==> src/rtl/serial_twos_comp_deserializer_pkg.sv <==
// Shared encodings for the serial two's-complement receive path.
// Holds the converter state names and a helper for the most-negative word.
package serial_twos_comp_deserializer_pkg;

    // IDLE is the frame-level view; the converter cell only uses COPY/INVERT.
    typedef enum logic [1:0] {
        ST_IDLE   = 2'd0,
        ST_COPY   = 2'd1,
        ST_INVERT = 2'd2
    } conv_state_e;

    localparam int MAX_WIDTH = 64;

    // Pattern 1 followed by w-1 zeros: the value whose negation cannot be represented.
    function automatic logic [MAX_WIDTH-1:0] most_neg(input int w);
        logic [MAX_WIDTH-1:0] p;
        p = '0;
        p[w-1] = 1'b1;
        return p;
    endfunction

endpackage

==> src/rtl/serial_twos_comp_deserializer_cell.sv <==
// Bit-serial COPY/INVERT converter (LSB-first two's-complement negation).
// Passes bits through until the first 1, then inverts every following bit.
module serial_comp_cell
    import serial_twos_comp_deserializer_pkg::*;
(
    input  logic clk,
    input  logic rst,
    input  logic clr_i,
    input  logic en_i,
    input  logic active_i,
    input  logic bit_i,
    output logic bit_o
);

    conv_state_e state_q;
    conv_state_e state_d;
    conv_state_e cur;

    // A clear (new frame) or an idle frame forces COPY for the current bit.
    always_comb begin
        cur     = state_q;
        state_d = state_q;
        if (clr_i || !active_i) begin
            cur = ST_COPY;
        end
        bit_o = (cur == ST_INVERT) ? ~bit_i : bit_i;
        if (en_i && (clr_i || active_i)) begin
            if (cur == ST_INVERT || bit_i) begin
                state_d = ST_INVERT;
            end else begin
                state_d = ST_COPY;
            end
        end
    end

    // Converter state register.
    always_ff @(posedge clk) begin
        if (!rst) begin
            state_q <= ST_COPY;
        end else begin
            state_q <= state_d;
        end
    end

endmodule

==> src/rtl/serial_twos_comp_deserializer.sv <==
// Receive end of the serial two's-complement link.
// Re-complements an LSB-first stream and assembles WIDTH-bit words.
module serial_twos_comp_deserializer
    import serial_twos_comp_deserializer_pkg::*;
#(
    parameter int WIDTH = 8
) (
    input  logic             clk,
    input  logic             rst,
    input  logic             frameStart,
    input  logic             bitValid,
    input  logic             bitIn,
    output logic             bitOut,
    output logic [WIDTH-1:0] wordOut,
    output logic             wordValid,
    output logic             negative,
    output logic             overflow,
    output logic             frameErr
);

    localparam int CW = (WIDTH > 2) ? $clog2(WIDTH) : 1;
    localparam logic [CW-1:0] LAST = CW'(WIDTH - 1);
    localparam logic [CW-1:0] ONE = CW'(1);
    localparam logic [MAX_WIDTH-1:0] MN_FULL = most_neg(WIDTH);
    localparam logic [WIDTH-1:0] MOST_NEG = MN_FULL[WIDTH-1:0];

    logic             busy_q, busy_d;
    logic [CW-1:0]    cnt_q, cnt_d;
    logic [WIDTH-1:0] shift_q, shift_d;
    logic [WIDTH-1:0] word_q, word_d;
    logic             neg_q, neg_d;
    logic             ovf_q, ovf_d;
    logic             wvalid_q, wvalid_d;
    logic             ferr_q, ferr_d;
    logic [WIDTH-1:0] next_word;

    serial_comp_cell u_cell (
        .clk      (clk),
        .rst      (rst),
        .clr_i    (frameStart),
        .en_i     (bitValid),
        .active_i (busy_q),
        .bit_i    (bitIn),
        .bit_o    (bitOut)
    );

    assign next_word = {bitOut, shift_q[WIDTH-1:1]};

    // Frame sequencing: start/abort, bit counting, word completion.
    always_comb begin
        busy_d   = busy_q;
        cnt_d    = cnt_q;
        shift_d  = shift_q;
        word_d   = word_q;
        neg_d    = neg_q;
        ovf_d    = ovf_q;
        wvalid_d = 1'b0;
        ferr_d   = 1'b0;
        if (bitValid && frameStart) begin
            // An in-progress frame is dropped; this bit becomes bit 0.
            busy_d  = 1'b1;
            cnt_d   = ONE;
            shift_d = {bitOut, {(WIDTH-1){1'b0}}};
            ferr_d  = busy_q;
        end else if (bitValid && busy_q) begin
            shift_d = next_word;
            if (cnt_q == LAST) begin
                busy_d   = 1'b0;
                cnt_d    = '0;
                word_d   = next_word;
                neg_d    = next_word[WIDTH-1];
                ovf_d    = (next_word == MOST_NEG);
                wvalid_d = 1'b1;
            end else begin
                cnt_d = cnt_q + ONE;
            end
        end
    end

    // State and output registers with synchronous active-low reset.
    always_ff @(posedge clk) begin
        if (!rst) begin
            busy_q   <= 1'b0;
            cnt_q    <= '0;
            shift_q  <= '0;
            word_q   <= '0;
            neg_q    <= 1'b0;
            ovf_q    <= 1'b0;
            wvalid_q <= 1'b0;
            ferr_q   <= 1'b0;
        end else begin
            busy_q   <= busy_d;
            cnt_q    <= cnt_d;
            shift_q  <= shift_d;
            word_q   <= word_d;
            neg_q    <= neg_d;
            ovf_q    <= ovf_d;
            wvalid_q <= wvalid_d;
            ferr_q   <= ferr_d;
        end
    end

    assign wordOut   = word_q;
    assign wordValid = wvalid_q;
    assign negative  = neg_q;
    assign overflow  = ovf_q;
    assign frameErr  = ferr_q;

endmodule

==> config.mk <==
export PLATFORM = sky130hd
export DESIGN_NAME = serial_twos_comp_deserializer
export DESIGN_NICKNAME = d
export VERILOG_FILES = /design/src/rtl/serial_twos_comp_deserializer_pkg.sv /design/src/rtl/serial_twos_comp_deserializer_cell.sv /design/src/rtl/serial_twos_comp_deserializer.sv
export SDC_FILE = /design/constraint.sdc
export NUM_CORES = 1
export LEC_CHECK = 0
export CAP_MARGIN = 15
export CORE_MARGIN = 5
export CORE_UTILIZATION = 48
export CTS_CLUSTER_DIAMETER = 200
export DETAILED_ROUTE_END_ITERATION = 7
export HOLD_SLACK_MARGIN = 0.1
export PLACE_DENSITY = 0.83
export SETUP_SLACK_MARGIN = 0.4
export SKIP_CTS_REPAIR_TIMING = 1
export SLEW_MARGIN = 20
export SYNTH_ARGS = -nofsm -noshare
export SYNTH_HDL_FRONTEND = slang
export SYNTH_SLANG_ARGS = --single-unit
export TNS_END_PERCENT = 5
==> constraint.sdc <==
create_clock -name clk -period 1.97 [get_ports clk]
set_input_delay 0.2955 -clock clk [delete_from_list [all_inputs] [get_ports clk]]
set_output_delay 0.2955 -clock clk [all_outputs]
set_load 0.02 [all_outputs]
======== After elaboration in Yosys (flattened, before gate mapping) ========
Index checks and enable logic that the tools add are counted.
storage, ports and cells
  register bits ........................... 26
  latch bits .............................. 0
  memory bits (writable) .................. 0
  ROM bits ................................ 0
  input port bits ......................... 5
  output and inout port bits .............. 13
  word-level logic and storage cells ...... 45
  memories kept ........................... 0
operators by class
  add/subtract/negate cells ............... 1
  multiply operators ...................... 0
  div/mod/pow operators ................... 0
  magnitude comparators ................... 0
  equality and inequality tests ........... 3
  shift-type cells ........................ 0
  multiplexer cells ....................... 12
  bitwise logic cells ..................... 4
  reductions and logical operators ........ 14
operators by type and width
  cell                                                           number
  8-bit 2-to-1 mux                                               2
  8-bit equality test, second input constant                     1
  1-bit 2-to-1 mux                                               7
  2-bit 2-to-1 mux                                               2
  1-bit inverter                                                 4
  2-bit AND reduction                                            2
  2-bit nonzero test                                             2
  3-bit by 1-bit adder with 3-bit output, second input constant  1
  3-bit equality test, second input constant                     1
  1-bit logical AND                                              3
  1-bit logical OR                                               3
  3-bit 2-to-1 mux                                               1
  3-bit AND reduction                                            1
  3-bit OR reduction                                             1
  2-bit equality test, second input constant                     1
  2-bit OR reduction                                             1
  1-bit zero test                                                1

======== Logic depth before layout (Yosys ltp) ========
  depth after elaboration ................. 7
  gate-level depth with buffers ........... 6
  depth with buffers taken out ............ 6

======== By module ========
From an unflattened synthesis, not the netlist that was laid out.
unflattened totals
  cells, all modules ...................... 92
  area total of the unflattened synthesis .. 905.9 um^2
modules (own cells, without submodules)
  module                         instances  cells each  area an instance (um^2)  sequential area each (um^2)
  serial_twos_comp_deserializer  1          79          783.3                    440.4
  serial_comp_cell               1          13          122.6                    40.0

======== Worst setup path after synthesis ========
OpenSTA, ideal clock, no wires.
  kind .................................... register to register
  start ................................... reg u_cell.state_q[1]
  end ..................................... reg ovf_q, in the netlist overflow
  setup time .............................. 0.117 ns
  arrival ................................. 1.760 ns
  required time ........................... 1.853 ns
  setup slack ............................. 0.093 ns
  stages on the path, launching flop included .. 6
  path buffers ............................ 0
  period minus slack after synthesis ...... 1.877 ns
  cells stage by stage .................... dfxtp_1 > inv_1 > or4b_2 > ha_1 > and4_1 > a32o_1
on the way
  cells in the longest elaborated chain, start to end .. 4
RTL lines
  element                   RTL line                                  text
  start: declaration        serial_twos_comp_deserializer_cell.sv:15  conv_state_e state_q;
  start signal: assignment  serial_twos_comp_deserializer_cell.sv:41  state_q <= state_d;
  2-bit 2-to-1 mux          serial_twos_comp_deserializer_cell.sv:23  if (clr_i || !active_i) begin
  2-bit equality test       serial_twos_comp_deserializer_cell.sv:26  bit_o = (cur == ST_INVERT) ? ~bit_i : bit_i;
  1-bit 2-to-1 mux          serial_twos_comp_deserializer_cell.sv:26
  named net bitOut          serial_twos_comp_deserializer.sv:13       output logic bitOut,
  8-bit equality test       serial_twos_comp_deserializer.sv:72       ovf_d = (next_word == MOST_NEG);
  end signal: assignment    serial_twos_comp_deserializer.sv:97       ovf_q <= ovf_d;
  end: declaration          serial_twos_comp_deserializer.sv:32       logic ovf_q, ovf_d;
The timed path passes the listed nets, and every way through them passes these cells.
A chain may end at the register's enable or synchronous reset.

======== Final worst setup path ========
  start ................................... in frameStart
  end ..................................... out bitOut
on the way
  cells in the longest elaborated chain, start to end .. 4
RTL lines
  element              RTL line                                  text
  start: declaration   serial_twos_comp_deserializer.sv:10       input logic frameStart,
  1-bit logical OR     serial_twos_comp_deserializer_cell.sv:23
  2-bit 2-to-1 mux     serial_twos_comp_deserializer_cell.sv:23
  2-bit equality test  serial_twos_comp_deserializer_cell.sv:26
  1-bit 2-to-1 mux     serial_twos_comp_deserializer_cell.sv:26
  end: declaration     serial_twos_comp_deserializer.sv:13
Every way passes these cells.

==> impl_metrics.ini <==
[route]
wl_microns = 1640
drt-initial-drc-count = 8
wl_per_cell_microns = 12.2
drc = 0
drt_first_pass_iters = 4
via_per_inst = 5.21
dr_total_vias = 703
ant_nets = 0

[worst_setup_path]
critPathLaunch = frameStart
r2r_slack_ps = 230
crit_required_ps = 1670
cp_slowest_stage_delay_ps = 500
cp_cell_sequence = clkdlybuf4s50_1 > or4b_4 > ha_4 > buf_6
worstPathArrival_ps = 1610
r2r_cells = 6
rr_startpoint = u_cell.state_q[1]
crit_path_top_delay_cell = or4b_4
critical_path.endpoint = bitOut
cp-start-kind = primary input
cp-end-kind = output pin
rr_endpoint = overflow
crit_fanout = 2
path_class = primary input to output pin

[clock_network]
clkLatencyLatePin_ps = 310
cts_buffers = 3
h-tree-depth = 1
clockRootBuffer = clkbuf_4
clkTransAtPathRegs_ps = 120
cts_buffer_depth = 2
clock-sinks = 24
cts_tree = yes

[placed_design]
dp_hpwl_microns = 1280
io_buffers = 17
gp_congestion = 0.733
post-place-cells = 131
place_area_sq_um = 1110

[timing]
worst_pin_slew_ps = 464
fin_skew_ps = 3.81
whs_ps = 469
final_hold_viol_count = 0
drv_slew = 0
slew_headroom_pct = 68.9
setup_viol = 0
max_clock_freq_mhz = 523
period_share_pct = 97.0
rsz0062_at_grt = true
fin_crit_ps = 1910

[die]
chipWidth_microns = 53.1
core_sq_um = 1750
dieHeight_microns = 53.1
ioPinCount = 18
die-area_sq_um = 2820
initial_utilization_pct = 51.1
fp-row-count = 15

[yosys]
yosysSeqAreaShare_pct = 53.9
synth_edf_count = 0
postSynthCellCount = 89
ys_async_sr_fraction_pct = 0
synth.most_common_cell = dfxtp_1
synthTopCellsByArea = dfxtp_1 (54%), nand2_1 (8.0%), a22o_1 (6.9%), a21oi_1 (5.6%), ha_1 (4.2%)
yosysTopAreaCellShare_pct = 53.9
synth_ff_type = dfxtp_1
ys_types = 24
yosys.area.top_type = dfxtp_1
yosysWarnings = 0
synth-seq-cells = 24
synth_area_per_cell_sq_um = 10.0
syn_nets = 97
netlist_area_sq_um = 892
ys_top_cells_by_count = dfxtp_1 (24), nand2_1 (19), a21oi_1 (10)

[finish]
antenna_cells = 0
synthToLayoutAreaGrowth_pct = 28.5
layout.cells.non_filler = 135
fin_util_pct = 65.7
final_area_sq_um = 1150
layout-drive-gt1-share_pct = 12.7
final_nets = 119

[global_route]
grt_usage_pct = 13.3
grt_start_max_net_pins = 14
gr-total-overflow = 0
grt_pass1_wl_microns = 2780
grt_pass1_vias = 638
antenna_found_initial = 0

[power_and_ir_drop]
powerDensity_nw_per_um2 = 704
leakage_nw = 0.451
vdd_drop_max_v = 0.000333

[run_status]
status = finished clean

[run]
maxCapViolCount = 0

[worst_hold_path]
hold_class = register to register
-- worst max-delay path, delay by kind of cell --
| kind | cells | cell delay [ps] |
|---|---|---|
| fa+ha+maj | 1 | 290 |
| buf+inv | 2 | 530 |
| simple gates | 1 | 500 |
-- cells by family after synthesis --
family | count (synthesis) | share of synthesized area [%]
flip-flops | 24 | 53.9
multiplexers | 2 | 2.24
adder cells (fa/ha/maj) | 3 | 4.21
AND/OR/NAND/NOR | 30 | 17.3
buffers and inverters | 7 | 4.77
AO/OA/AOI/OAI | 23 | 17.7
-- routing by layer --
layer  routed length, microns  vias up  track usage [%]
met5                        0        -                0
li1                         -      353                -
met2                      782       21             23.1
met1                      749      325             16.0
met3                       86        4             3.38
met4                       26        0             3.83
-- flip-flops by register name (all words and copies together), names as in the netlist --
| signal | count |
|---|---|
| shift_q | 7 |
| frameErr | 1 |
| u_cell.state_q | 2 |
| wordValid | 1 |
| wordOut | 8 |
| cnt_q | 3 |
| busy_q | 1 |
| overflow | 1 |
-- layout make-up --
type / instances / area [sq um]
well taps: 25 / 31.3
flip-flops and latches: 24 / 480
fillers: 155 / 599
clock buffers: 4 / 36.3
multi-input cells: 58 / 385
inverters: 3 / 11.3
repair buffers: 21 / 201
-- stage by stage --
stage	TNS, ps	setup WS [ps]	power (W)
2_1_floorplan	0	347	0.000542
3_3_place_gp	-536	-404	0.000567
3_5_place_dp	-662	-431	0.000568
4_1_cts	-441	-441	0.000816
5_1_grt	0	18.4	0.000841
6_report	0	59.8	0.000807
-- worst min path at each step --
stage	start	cells after the start	slack [ps]	end
2_1_floorplan	rst	1	420	shift_q[7]
3_3_place_gp	cnt_q[2]	2	450	cnt_q[2]
5_1_grt	cnt_q[1]	2	480	cnt_q[1]
6_report	u_cell.state_q[0]	1	470	u_cell.state_q[0]
3_5_place_dp	u_cell.state_q[0]	1	450	u_cell.state_q[0]
4_1_cts	cnt_q[1]	2	470	cnt_q[1]
-- layout by cell type (no fill, tap or decap), types with 2 or more instances in the layout --
master           instances
clkdlybuf4s50_1         16
nand2_1                 19
a21oi_1                 10
buf_4                    4
ha_1                     2
a22o_1                   7
nor2b_1                  2
mux2i_1                  2
dfxtp_1                 24
clkbuf_4                 3
a21o_1                   2
inv_1                    3
and2_1                   2
-- where the power goes --
group,switching (W),total [W],internal (W)
sequential,0.00000457,0.000498,0.000493
clock,0.000136,0.000249,0.000113
combinational,0.0000307,0.0000600,0.0000294
(Power assumes the default switching activity.)
